[src/rtl/riscv_ctrl_pkg.sv]
// Shared encodings for the multicycle RISC-V control unit: opcodes, FSM states,
// instruction classes and the imm_sel / pc_src / wb_sel output codes.
package riscv_ctrl_pkg;

    localparam logic [6:0] OP_R      = 7'h33;
    localparam logic [6:0] OP_I      = 7'h13;
    localparam logic [6:0] OP_LOAD   = 7'h03;
    localparam logic [6:0] OP_STORE  = 7'h23;
    localparam logic [6:0] OP_BRANCH = 7'h63;
    localparam logic [6:0] OP_LUI    = 7'h37;
    localparam logic [6:0] OP_JAL    = 7'h6F;
    localparam logic [6:0] OP_JALR   = 7'h67;

    typedef enum logic [2:0] {
        ST_FETCH     = 3'd0,
        ST_DECODE    = 3'd1,
        ST_EXECUTE   = 3'd2,
        ST_MEMORY    = 3'd3,
        ST_WRITEBACK = 3'd4,
        ST_TRAP      = 3'd5
    } state_e;

    typedef enum logic [3:0] {
        CLS_NONE, CLS_R, CLS_I, CLS_LOAD, CLS_STORE,
        CLS_BRANCH, CLS_LUI, CLS_JAL, CLS_JALR
    } instr_class_e;

    localparam logic [2:0] IMM_NONE = 3'd0;
    localparam logic [2:0] IMM_I    = 3'd1;
    localparam logic [2:0] IMM_S    = 3'd2;
    localparam logic [2:0] IMM_B    = 3'd3;
    localparam logic [2:0] IMM_U    = 3'd4;
    localparam logic [2:0] IMM_J    = 3'd5;

    localparam logic [1:0] PC_PLUS4  = 2'b00;
    localparam logic [1:0] PC_TARGET = 2'b01;
    localparam logic [1:0] PC_ALU    = 2'b10;

    localparam logic [1:0] WB_ALU = 2'b00;
    localparam logic [1:0] WB_MEM = 2'b01;
    localparam logic [1:0] WB_PC4 = 2'b10;

endpackage

[src/rtl/opcode_class_decoder.sv]
// Purely combinational opcode classifier: instruction class, immediate format
// and a legal flag for the eight supported RV32I major opcodes.
module opcode_class_decoder
    import riscv_ctrl_pkg::*;
(
    input  logic [6:0]   op_i,
    output instr_class_e cls_o,
    output logic [2:0]   imm_sel_o,
    output logic         legal_o
);

    always_comb begin
        cls_o     = CLS_NONE;
        imm_sel_o = IMM_NONE;
        legal_o   = 1'b1;
        case (op_i)
            OP_R:      cls_o = CLS_R;
            OP_I:      begin cls_o = CLS_I;      imm_sel_o = IMM_I; end
            OP_LOAD:   begin cls_o = CLS_LOAD;   imm_sel_o = IMM_I; end
            OP_STORE:  begin cls_o = CLS_STORE;  imm_sel_o = IMM_S; end
            OP_BRANCH: begin cls_o = CLS_BRANCH; imm_sel_o = IMM_B; end
            OP_LUI:    begin cls_o = CLS_LUI;    imm_sel_o = IMM_U; end
            OP_JAL:    begin cls_o = CLS_JAL;    imm_sel_o = IMM_J; end
            OP_JALR:   begin cls_o = CLS_JALR;   imm_sel_o = IMM_I; end
            default:   legal_o = 1'b0;
        endcase
    end

endmodule

[src/rtl/multicycle_control_unit.sv]
// Multicycle RV32I control FSM (FETCH/DECODE/EXECUTE/MEMORY/WRITEBACK/TRAP).
// Define MEM_READY_EN to make FETCH and MEMORY wait on mem_ready_i.
module multicycle_control_unit
    import riscv_ctrl_pkg::*;
(
    input  logic       clk,
    input  logic       reset,
    input  logic [6:0] op_i,
    input  logic       branch_cond_i,
    input  logic       mem_ready_i,
    output logic       ir_write_o,
    output logic       mem_read_o,
    output logic       mem_write_o,
    output logic       pc_write_o,
    output logic [1:0] pc_src_o,
    output logic [2:0] imm_sel_o,
    output logic       alu_src_b_o,
    output logic       reg_write_o,
    output logic [1:0] wb_sel_o,
    output logic [2:0] state_o,
    output logic       illegal_o
);

    state_e       state_q, state_d;
    logic         illegal_q, illegal_d;
    instr_class_e cls;
    logic [2:0]   dec_imm_sel;
    logic         dec_legal;
    logic         mem_ready;

    // Memory handshake: the access requested in FETCH/MEMORY completes in the
    // cycle mem_ready is high; until then the strobes stay stable and the
    // state holds. Without the option the memory is treated as zero-wait.
`ifdef MEM_READY_EN
    assign mem_ready = mem_ready_i;
`else
    logic unused_mem_ready;
    assign unused_mem_ready = mem_ready_i;
    assign mem_ready        = 1'b1;
`endif

    opcode_class_decoder u_decoder (
        .op_i      (op_i),
        .cls_o     (cls),
        .imm_sel_o (dec_imm_sel),
        .legal_o   (dec_legal)
    );

    always_ff @(posedge clk) begin
        if (reset) begin
            state_q   <= ST_FETCH;
            illegal_q <= 1'b0;
        end else begin
            state_q   <= state_d;
            illegal_q <= illegal_d;
        end
    end

    always_comb begin
        state_d     = state_q;
        illegal_d   = illegal_q;
        ir_write_o  = 1'b0;
        mem_read_o  = 1'b0;
        mem_write_o = 1'b0;
        pc_write_o  = 1'b0;
        pc_src_o    = PC_PLUS4;
        imm_sel_o   = IMM_NONE;
        alu_src_b_o = 1'b0;
        reg_write_o = 1'b0;
        wb_sel_o    = WB_ALU;

        case (state_q)
            ST_FETCH: begin
                mem_read_o = 1'b1;
                ir_write_o = mem_ready;
                if (mem_ready) state_d = ST_DECODE;
            end
            ST_DECODE: begin
                imm_sel_o = dec_imm_sel;
                if (dec_legal) begin
                    state_d = ST_EXECUTE;
                end else begin
                    state_d   = ST_TRAP;
                    illegal_d = 1'b1;
                end
            end
            ST_EXECUTE: begin
                imm_sel_o   = dec_imm_sel;
                alu_src_b_o = !(cls == CLS_R || cls == CLS_BRANCH);
                case (cls)
                    CLS_LOAD, CLS_STORE: state_d = ST_MEMORY;
                    CLS_BRANCH: begin
                        // Branch resolves here: PC+4 or target, no writeback.
                        pc_write_o = 1'b1;
                        pc_src_o   = branch_cond_i ? PC_TARGET : PC_PLUS4;
                        state_d    = ST_FETCH;
                    end
                    default: state_d = ST_WRITEBACK;
                endcase
            end
            ST_MEMORY: begin
                case (cls)
                    CLS_LOAD: begin
                        mem_read_o = 1'b1;
                        if (mem_ready) state_d = ST_WRITEBACK;
                    end
                    CLS_STORE: begin
                        mem_write_o = 1'b1;
                        pc_write_o  = mem_ready;
                        if (mem_ready) state_d = ST_FETCH;
                    end
                    default: state_d = ST_FETCH;
                endcase
            end
            ST_WRITEBACK: begin
                reg_write_o = 1'b1;
                pc_write_o  = 1'b1;
                case (cls)
                    CLS_LOAD: wb_sel_o = WB_MEM;
                    CLS_JAL:  begin wb_sel_o = WB_PC4; pc_src_o = PC_TARGET; end
                    CLS_JALR: begin wb_sel_o = WB_PC4; pc_src_o = PC_ALU;    end
                    default:  ;
                endcase
                state_d = ST_FETCH;
            end
            ST_TRAP: begin
                illegal_d = 1'b1;
            end
            default: state_d = ST_FETCH;
        endcase

        // Reset aborts whatever is in flight: nothing may strobe this cycle.
        if (reset) begin
            ir_write_o  = 1'b0;
            mem_read_o  = 1'b0;
            mem_write_o = 1'b0;
            pc_write_o  = 1'b0;
            pc_src_o    = PC_PLUS4;
            imm_sel_o   = IMM_NONE;
            alu_src_b_o = 1'b0;
            reg_write_o = 1'b0;
            wb_sel_o    = WB_ALU;
        end
    end

    assign state_o   = reset ? 3'd0 : state_q;
    assign illegal_o = illegal_q & ~reset;

endmodule

[config.mk]
export PLATFORM = sky130hd
export DESIGN_NAME = multicycle_control_unit
export DESIGN_NICKNAME = d
export VERILOG_FILES = /design/src/rtl/riscv_ctrl_pkg.sv /design/src/rtl/opcode_class_decoder.sv /design/src/rtl/multicycle_control_unit.sv
export SDC_FILE = /design/constraint.sdc
export NUM_CORES = 1
export LEC_CHECK = 0
export CORE_MARGIN = 10
export CORE_UTILIZATION = 43
export DETAILED_ROUTE_END_ITERATION = 10
export GPL_ROUTABILITY_DRIVEN = 0
export MAX_ROUTING_LAYER = met4
export PLACE_DENSITY = 0.84
export SLEW_MARGIN = 20
export SYNTH_ARGS = -nofsm -noshare
export SYNTH_HDL_FRONTEND = slang
export SYNTH_SLANG_ARGS = --single-unit
[constraint.sdc]
create_clock -name clk -period 3.65 [get_ports clk]
set_input_delay 0.365 -clock clk [delete_from_list [all_inputs] [get_ports clk]]
set_output_delay 0.365 -clock clk [all_outputs]
set_load 0.02 [all_outputs]
== After elaboration in Yosys (flattened, before gate mapping) ==
Index checks and enable logic that the tools add are counted.

* Equal/unequal tests: 20
* Mux-type cells: 35
* Bitwise logic cells: 2
* Reduce and logical (&&, ||, !) cells: 10

{| class="wikitable"
|+ Operator list
! cell !! count
|-
| $pmux 4 s8 || 1
|-
| $pmux 3 s5 || 2
|-
| $eq 7x6->1 const B || 3
|-
| $eq 7x7->1 const B || 3
|-
| $mux 1 || 17
|-
| $mux 3 || 5
|-
| $eq 4x3->1 const B || 3
|-
| $pmux 2 s2 || 3
|-
| $reduce_or 8->1 || 1
|-
| $eq 7x2->1 const B || 1
|-
| $eq 7x5->1 const B || 1
|-
| $eq 3x2->1 const B || 2
|-
| $eq 3x3->1 const B || 2
|-
| $mux 2 || 3
|-
| $pmux 3 s2 || 1
|-
| $reduce_or 2->1 || 3
|-
| $eq 4x1->1 const B || 1
|-
| $eq 4x2->1 const B || 1
|-
| $eq 4x4->1 const B || 1
|-
| $pmux 1 s2 || 2
|-
| $eq 3x1->1 const B || 1
|-
| $logic_not 3->1 || 1
|-
| $pmux 1 s3 || 1
|-
| $reduce_or 3->1 || 1
|-
| other kinds (7) || 7
|}

* Register bits: 4
* Bits of input ports: 11
* Output and inout port bits: 17
* Logic and storage cells: 69

== Logic depth before layout (Yosys ltp) ==
Gate-level depths: netlist of run 1.

* Depth after elaboration: 7
* Depth in mapped cells: 5
* Depth with buffers taken out: 4

== Hierarchy ==
A second synthesis of run 1 with hierarchy kept.

* Cells, all modules: 96
* Area, all modules: 658.1 um2

{| class="wikitable"
|+ Modules (own cells, without submodules)
! module !! instances !! cells an instance !! area an instance (um2) !! seq. area each (um2)
|-
| multicycle_control_unit || 1 || 65 || 449.2 || 80.1
|-
| opcode_class_decoder || 1 || 31 || 209.0 || 0.0
|}

== Worst setup path after synthesis of run 1 ==
Ideal clock, no wire load.

* Kind: reg-to-output
* From: reg state_q[1]
* To: out pc_src_o[0]
* Arrival time: 2.041 ns
* Data required time: 3.285 ns
* Slack: 1.244 ns
* Stages on the path, launching flop included: 6
* Buffers on the path: 1
* Cells stage by stage: dfxtp_1 > buf_6 > nor4b_1 > and4_1 > nand2_1 > o41ai_2

* Word-level cells in the longest chain between the ends: 3
* Elaborated cells between the ends (all ways): 4

{| class="wikitable"
|+ RTL lines
! item !! line !! RTL
|-
| from (decl) || multicycle_control_unit.sv:24 || <nowiki>state_e state_q, state_d;</nowiki>
|-
| from (signal assigned) || multicycle_control_unit.sv:54 || <nowiki>state_q <= state_d;</nowiki>
|-
| $eq 3x3->1 / $eq 3x2->1 (equally long branches) || multicycle_control_unit.sv:72 || <nowiki>case (state_q)</nowiki>
|-
| $pmux 2 s2 (*) || multicycle_control_unit.sv:72 ||
|-
| $mux 2 (*) || multicycle_control_unit.sv:133 || <nowiki>if (reset) begin</nowiki>
|-
| to (decl) || multicycle_control_unit.sv:15 || <nowiki>output logic [1:0] pc_src_o,</nowiki>
|}

Mark *: on every way between the ends. The rest lies on a longest branch, timed or not.

== Worst setup path after layout of run 1 ==
* From: in op_i[2]
* To: out pc_src_o[0]

* Word-level cells in the longest chain between the ends: 6
* Elaborated cells between the ends (all ways): 16

{| class="wikitable"
|+ RTL lines
! item !! line !! RTL
|-
| from (decl) || multicycle_control_unit.sv:8 || <nowiki>input logic [6:0] op_i,</nowiki>
|-
| $eq 7x7->1 (tied with other cells) || opcode_class_decoder.sv:16 || <nowiki>case (op_i)</nowiki>
|-
| $pmux 4 s8 (*) || opcode_class_decoder.sv:16 ||
|-
| $eq 4x4->1 (tied with other cells) || multicycle_control_unit.sv:118 || <nowiki>case (cls)</nowiki>
|-
| $pmux 2 s2 / $mux 1 (equally long branches) || multicycle_control_unit.sv:118, multicycle_control_unit.sv:90 ||
|-
| $pmux 2 s2 (*) || multicycle_control_unit.sv:72 ||
|-
| $mux 2 (*) || multicycle_control_unit.sv:133 ||
|}

Marks and branches as above.

==> results of run 1 <==
## kinds of logic after synthesis
family / synth area share [%]
AOI/OAI and AO/OA: 23.8
and+or+nand+nor: 45.3
DFF: 13.5
buffers and inverters: 13.1
xor gates and xnor gates: 4.42
## worst max-delay path, stage by stage
cell	delay [ps]
clkdlybuf4s50_1	540
or3_4	480
or3_4	360
o41ai_2	280
clkdlybuf4s50_1	670
## cell usage after synthesis (2+ instances only)
master	count
nand2_1	7
nor2_1	6
nor4_1	6
buf_6	5
nor2b_1	5
dfxtp_1	4
inv_1	3
nand2b_1	3
nor3_1	3
a2111oi_0	2
a211o_1	2
a21boi_0	2
a21oi_1	2
and4bb_2	2
buf_2	2
nand3_1	2
or3_4	2
xnor2_1	2
## layout by cell type (no fill, tap or decap), types with 2 or more instances in the layout
cell,instances
nand2b_1,3
a21boi_0,2
nor2b_1,5
and4bb_2,2
nor2_1,6
nand2_1,7
nor3_1,3
xnor2_1,2
a21oi_1,2
inv_1,3
dfxtp_1,4
nand3_1,2
clkdlybuf4s50_1,26
or3_4,2
a211o_1,2
a2111oi_0,2
clkbuf_4,3
nor4_1,6
## where the power goes
part / internal [mW] / switching, mW
sequential: 0.0472 / 0.00599
combinational: 0.0318 / 0.0337
clock: 0.0367 / 0.0171
total: 0.116 / 0.0568
## worst max path at each step
| stage | from | end | depth (start not counted) |
|---|---|---|---|
| floorplan | state_q[1] | pc_src_o[0] | 5 |
| global placement | op_i[3] | pc_src_o[0] | 5 |
| detailed placement | op_i[2] | pc_src_o[0] | 5 |
| CTS | op_i[2] | pc_src_o[0] | 5 |
| global route | op_i[2] | pc_src_o[0] | 5 |
| finish | op_i[2] | pc_src_o[0] | 5 |
## registers in the layout (all words and copies together) (netlist names)
name       flops
illegal_q      1
state_q        3
## final cells by class
cell class	instances	area share, %
multi-input cells	63	52.2
clock buffers	3	2.69
flip-flops and latches	4	9.57
well taps	15	2.24
repair buffers	27	32.0
inverters	3	1.35
## per-layer routing
metal	up-vias	global-route usage [%]	wire, um
met3	2	5.31	147
li1	335	-	-
met2	28	16.0	800
met4	0	3.02	9
met1	293	12.7	791
met5	-	-	0
## through the flow
stage	cell area, sq um	power, mW	instances	setup WS (ps)
after floorplan	594	0.0954	77	1240
after global placement	815	0.117	112	638
after detailed placement	815	0.118	112	584
after CTS	837	0.174	115	588
after global routing	837	0.183	115	536
final	837	0.172	115	584
==> flow_summary.yaml, run 1 <==
outcome:
  status: "completed"
cts:
  htreeDepth: 1
  cts.sinks: 4
  tritoncts: "yes"
  post-cts-setup-buffers: 0
  cts_root_buf: "clkbuf_4"
  clk_pin_slew_ps: 40
  cts_made_buffers: 3
  clock_path_buffers: 2
  postCtsHoldBufs: 0
  insertion_delay_ps: 230
  cts_resized: 0
global_routing:
  grt_pass1_wl_um: 2890
  grt_max_degree: 16
  antenna_found_initial: 0
  grt_pass1_vias: 630
  overflow: 0
  grt_usage_pct: 10.8
synthesis:
  yosysWarnings: 0
  yosysTopAreaCellShare_pct: 13.5
  ys_ff_latch: 4
  ys.flop_type: "dfxtp_1"
  syn_nets: 88
  synth-edff-count: 0
  synth.avg_cell_area_sq_um: 7.72
  async_flop_share_pct: 0
  ys_seq_area_share_pct: 13.5
  syn-instance-count: 77
  netlist.top_cell.by_area: "dfxtp_1"
  synth_area_leaders: "dfxtp_1, buf_6, nor4_1"
  synth.distinct_cells: 35
  syn_area_sq_um: 594
sta:
  fmax_mhz: 326
  fin_tns_setup_ps: 0
  hold_slack_ps: 622
  drv_slew: 0
  rsz0062_at_grt: "false"
  slew_headroom_pct: 62.4
  setup_violations: 0
  clock_skew_ps: 0.620
  finalHoldViolations: 0
  period_needed_ps: 3070
  worst_pin_slew_ps: 556
  period_share_pct: 84.0
worst_hold_path:
  min_path_cells: 2
  min_path_type: "reg -> reg"
  hold_start: "state_q[1]"
  hold_end: "state_q[1]"
routing:
  post-route-drc-count: 0
  initialDrtViolationCount: 11
  via_per_inst: 5.72
  routed_wl_um: 1750
  num_vias: 658
  firstDrtPassIters: 4
  routedWlPerCell_um: 15.2
  final_antenna_net_count: 0
place:
  numPortBuffers: 26
  dp_hpwl_um: 1310
finish:
  post-route-util_pct: 64.3
  register_area_sq_um: 80.1
  multi_input_area_sq_um: 437
  drive_gt1_share_pct: 11.0
  nets: 113
  fillCellCount: 139
  syn2layout_area_growth_pct: 40.8
  diodes: 0
die:
  ios: 28
  start_util_pct: 45.7
  die_y_um: 57.2
  rows: 13
  die_area_sq_um: 3270
  coreArea_sq_um: 1300
  die_x_um: 57.2
worst_setup_path:
  critPathMaxFanout: 8
  timing.rr.end: "state_q[0]"
  crit_required_ps: 3280
  r2r_start: "state_q[0]"
  cp_data_arrival_time_ps: 2700
  critPathKind: "in -> out"
  critPathLaunchType: "input pin"
  regToRegSetupSlack_ps: 2130
  crit_path_end_kind: "output pin"
  r2r_cells: 3
flow_run:
  cap_violations: 0
power_and_ir_drop:
  powerDensity_nw_per_um2: 206
  leakage_nw: 0.287
  vdd_drop_max_uv: 81.9
Note: power is estimated with default switching activity, not from simulation.
==> inputs of run 2 (changes only) <==
--- a/config.mk
+++ b/config.mk
@@ -6,11 +6,11 @@
 export NUM_CORES = 1
 export LEC_CHECK = 0
 export CORE_MARGIN = 10
-export CORE_UTILIZATION = 43
+export CORE_UTILIZATION = 40
 export DETAILED_ROUTE_END_ITERATION = 10
 export GPL_ROUTABILITY_DRIVEN = 0
 export MAX_ROUTING_LAYER = met4
-export PLACE_DENSITY = 0.84
+export PLACE_DENSITY = 0.78
 export SLEW_MARGIN = 20
 export SYNTH_ARGS = -nofsm -noshare
 export SYNTH_HDL_FRONTEND = slang
==> constraint.sdc (replaced) <==
create_clock -name clk -period 3.07 [get_ports clk]
set_input_delay 0.307 -clock clk [delete_from_list [all_inputs] [get_ports clk]]
set_output_delay 0.307 -clock clk [all_outputs]
set_load 0.02 [all_outputs]
==> run 2 against run 1 <==
  * Die area is 4.8% higher
  * Critical path type unchanged
  * Power is 21% higher
  * Final area is 5.4% higher
  * Cell count is 5.2% higher
  * Largest cell class unchanged
  * Count of clock-buffer cells in the layout stayed put
  * Worst hold slack worse by 18 ps
  * Sequential power is 18% higher
==> flow_summary.yaml, run 2 (same netlist as run 1, synthesis figures left out) <==
cts:
  clock_path_buffers: 2
  htreeDepth: 1
  tritoncts: "yes"
  cts.sinks: 4
  clk_pin_slew_ps: 30
  insertion_delay_ps: 230
  postCtsHoldBufs: 0
  post-cts-setup-buffers: 0
  cts_resized: 0
  cts_root_buf: "clkbuf_4"
  cts_made_buffers: 3
routing:
  final_antenna_net_count: 0
  post-route-drc-count: 0
  num_vias: 697
  routed_wl_um: 1690
  via_per_inst: 5.76
  routedWlPerCell_um: 14.0
  initialDrtViolationCount: 7
  firstDrtPassIters: 4
sta:
  period_share_pct: 89.8
  rsz0062_at_grt: "false"
  clock_skew_ps: 4.57
  slew_headroom_pct: 70.3
  worst_pin_slew_ps: 445
  finalHoldViolations: 0
  fmax_mhz: 363
  fin_tns_setup_ps: 0
  period_needed_ps: 2760
  setup_violations: 0
  drv_slew: 0
  setup_slack_ps: 315
worst_hold_path:
  hold_end: "illegal_q"
  hold_start: "illegal_q"
  min_path_type: "reg -> reg"
  min_path_cells: 2
place:
  numPortBuffers: 26
  place_ws_ps: 319
  placed_area_sq_um: 860
  numPlacedInstances: 118
  dp_hpwl_um: 1340
worst_setup_path:
  crit_path_end_kind: "output pin"
  crit_required_ps: 2760
  critPathLaunchType: "input pin"
  r2r_cells: 3
  timing.rr.end: "state_q[0]"
  r2r_start: "state_q[0]"
  critPathKind: "in -> out"
  cp_data_arrival_time_ps: 2450
  critPathMaxFanout: 5
  regToRegSetupSlack_ps: 1620
finish:
  largest_reg_flops: 3
  layout_common_cells: "clkdlybuf4s50_1, nand2_1, buf_4"
  reg_top3: "state_q: 3 flops, illegal_q: 1 flops"
  final_common_cell: "clkdlybuf4s50_1"
  syn2layout_area_growth_pct: 48.4
  fin_cells: 121
  postLayoutCellArea_sq_um: 882
  largest-register: "state_q"
  drive_gt1_share_pct: 16.0
  diodes: 0
  nets: 119
die:
  coreArea_sq_um: 1350
  die_area_sq_um: 3430
  rows: 13
  start_util_pct: 44.0
  die_x_um: 58.5
  ios: 28
  die_y_um: 58.5
flow_run:
  cap_violations: 0
power_and_ir_drop:
  powerDensity_nw_per_um2: 237
  vdd_drop_max_uv: 302
  leakage_nw: 0.316
  totalPowerFinal_uw: 209
global_routing:
  grt_pass1_vias: 678
  grt_pass1_wl_um: 3030
  antenna_found_initial: 0
  overflow: 0
  grt_max_degree: 15
  grt_usage_pct: 10.9
outcome:
  status: "completed"
==> run 2: cell types whose count changed in the layout (fill, tap and decap cells not counted), sizes merged <==
cell,previous run,this run
buf,1,7
==> run 2: worst max-delay path, cell delays in order <==
cell,delay (ps)
clkdlybuf4s50_1,420
or3_4,430
or3_4,360
o41ai_2,280
clkdlybuf4s50_1,650
==> run 2: worst max-delay path by stage <==
| stage | cells past startpoint | from | endpoint |
|---|---|---|---|
| after floorplan | 5 | state_q[1] | pc_src_o[0] |
| after global placement | 5 | op_i[2] | pc_src_o[0] |
| after detailed placement | 5 | op_i[2] | pc_src_o[0] |
| after CTS | 5 | op_i[2] | pc_src_o[0] |
| after global routing | 5 | op_i[2] | pc_src_o[0] |
| final | 5 | op_i[2] | pc_src_o[0] |
==> run 2: metal layers <==
| metal | vias up | part of all wire (%) | routed length (um) | track usage, % |
|---|---|---|---|---|
| li1 | 349 | - | - | - |
| met1 | 318 | 44 | 753 | 13.1 |
| met2 | 30 | 46 | 787 | 16.2 |
| met3 | 0 | 9.1 | 154 | 4.94 |
| met4 | 0 | 0 | 0 | 2.01 |
| met5 | - | 0 | 0 | - |
==> run 2: where the power goes <==
group / internal (mW) / switching, mW
combinational: 0.0425 / 0.0405
sequential: 0.0561 / 0.00681
clock: 0.0435 / 0.0191
total: 0.142 / 0.0665
==> run 2: layout make-up <==
cell class,instances,area (sq um)
Clock buffer,3,22.5
Fill cell,127,468
Inverter,3,11.3
Multi-Input combinational cell,63,437
Sequential cell,4,80.1
Tap cell,15,18.8
Timing Repair Buffer,33,313
==> run 2: stage by stage <==
| step | utilization [%] | hold WS [ps] |
|---|---|---|
| floorplan | - | 492 |
| global placement | 63.7 | 575 |
| detailed placement | 63.7 | 592 |
| CTS | 65.3 | 620 |
| global route | 65.3 | 655 |
| finish | 65.3 | 604 |
==> inputs of run 3 (changes only) <==
--- a/config.mk
+++ b/config.mk
@@ -5,12 +5,11 @@
 export SDC_FILE = /design/constraint.sdc
 export NUM_CORES = 1
 export LEC_CHECK = 0
-export CORE_MARGIN = 10
-export CORE_UTILIZATION = 40
+export CORE_UTILIZATION = 45
 export DETAILED_ROUTE_END_ITERATION = 10
+export DONT_BUFFER_PORTS = 1
 export GPL_ROUTABILITY_DRIVEN = 0
 export MAX_ROUTING_LAYER = met4
-export PLACE_DENSITY = 0.78
 export SLEW_MARGIN = 20
 export SYNTH_ARGS = -nofsm -noshare
 export SYNTH_HDL_FRONTEND = slang
==> run 3 against run 2 <==
  * Final area is 33% lower
  * Maximum frequency is 26% higher
  * Clock power is 3% higher
  * First-iteration DRC count is 57% lower
  * Critical path type is now reg -> out
  * Largest cell class unchanged
  * Sequential power hardly changed
==> flow_summary.yaml, run 3 (same netlist as run 1, synthesis figures left out) <==
cts:
  cts.sinks: 4
  cts_resized: 0
  post-cts-setup-buffers: 0
  cts_root_buf: "clkbuf_4"
  insertion_delay_ps: 230
  htreeDepth: 1
  postCtsHoldBufs: 0
  cts_made_buffers: 3
  clk_pin_slew_ps: 40
  tritoncts: "yes"
  clock_path_buffers: 2
sta:
  fin_tns_setup_ps: 0
  fmax_mhz: 456
  setup_slack_ps: 876
  drv_slew: 0
  clock_skew_ps: 4.45
  hold_slack_ps: 146
  slew_headroom_pct: 39.9
  period_needed_ps: 2190
  period_share_pct: 71.5
  rsz0062_at_grt: "false"
  setup_violations: 0
  worst_pin_slew_ps: 893
  finalHoldViolations: 0
die:
  coreArea_sq_um: 1170
  ios: 28
  start_util_pct: 50.7
  die_y_um: 38.3
  rows: 12
  die_x_um: 38.3
  die_area_sq_um: 1470
outcome:
  status: "completed"
worst_setup_path:
  cp_data_arrival_time_ps: 1890
  r2r_start: "state_q[0]"
  critPathMaxFanout: 10
  worstPathCellList: "nand2b_1, or3_4, o41ai_2"
  slowest_delay_ps: 560
  regToRegSetupSlack_ps: 1640
  critPathLaunchType: "flop"
  worst-path-buf-inv: 0
  crit_slowest_cell: "o41ai_2"
  r2r_cells: 3
  crit_required_ps: 2760
  cp_top_family: "simple AND/OR/NAND/NOR gates"
  critPathKind: "reg -> out"
  crit_path_end_kind: "output pin"
  timing.rr.end: "state_q[0]"
finish:
  fillCellCount: 136
  nets: 89
  diodes: 0
  postLayoutCellArea_sq_um: 592
  syn2layout_area_growth_pct: -0.421
  reg_top3: "state_q: 3 flops, illegal_q: 1 flops"
  post-route-util_pct: 50.5
  final_common_cell: "nand2_1"
  largest-register: "state_q"
  fin_cells: 90
  layout_common_cells: "nand2_1, nor2_1, nor4_1"
  drive_gt1_share_pct: 17.1
  largest_reg_flops: 3
routing:
  num_vias: 545
  routed_wl_um: 1330
  post-route-drc-count: 0
  routedWlPerCell_um: 14.8
  initialDrtViolationCount: 3
  firstDrtPassIters: 3
  via_per_inst: 6.06
  final_antenna_net_count: 0
flow_run:
  cap_violations: 0
global_routing:
  grt_pass1_vias: 473
  grt_usage_pct: 20.7
  antenna_found_initial: 0
  grt_max_degree: 16
  grt_pass1_wl_um: 2150
  overflow: 0
worst_hold_path:
  min_path_type: "in -> reg"
  min_path_cells: 1
  hold_end: "state_q[0]"
  hold_start: "reset"
place:
  placed_area_sq_um: 569
  dp_hpwl_um: 974
  numPlacedInstances: 87
  numPortBuffers: 0
  place_ws_ps: 1130
power_and_ir_drop:
  powerDensity_nw_per_um2: 290
  totalPowerFinal_uw: 172
  leakage_nw: 0.204
  vdd_drop_max_uv: 208
[run 3: cell types whose count changed in the layout (fill, tap and decap cells not counted), sizes merged]
cell | previous run | this run
buf | 7 | 3
clkdlybuf4s50 | 26 | 0
[run 3: metal layers]
layer | wire (um) | track usage, %
met2 | 491 | 28.4
met1 | 738 | 31.4
met3 | 101 | 4.65
met5 | 0 | -
met4 | 0 | 2.59
[run 3: worst max-delay path by stage]
stage / end / depth (start not counted) / slack [ps] / start
global placement: pc_src_o[0] / 3 / 1130 / op_i[2]
detailed placement: pc_src_o[0] / 3 / 1130 / op_i[2]
finish: pc_src_o[0] / 3 / 880 / state_q[1]
floorplan: pc_src_o[0] / 5 / 720 / state_q[1]
CTS: pc_src_o[0] / 3 / 880 / state_q[1]
global route: pc_src_o[0] / 3 / 800 / state_q[1]
[run 3: area by class of cell]
type	count	area, sq um	share of cell area [%]
clock buffer	3	22.5	3.81
sequential	4	80.1	13.5
inverter	3	11.3	1.90
timing repair buffer	3	22.5	3.81
multi-input combinational	63	438	74.0
tap	14	17.5	2.96
[run 3: power breakdown]
part / internal (mW) / leakage (nW) / switching [mW]
clock: 0.0437 / 0.0138 / 0.0208
combinational: 0.0188 / 0.157 / 0.0253
sequential: 0.0561 / 0.0332 / 0.00693
[run 3: worst register-to-register path, stage by stage, from the launching register on]
cell       delay, ps
dfxtp_1          570
inv_1            200
a2111oi_0        420
a2111oi_1         90
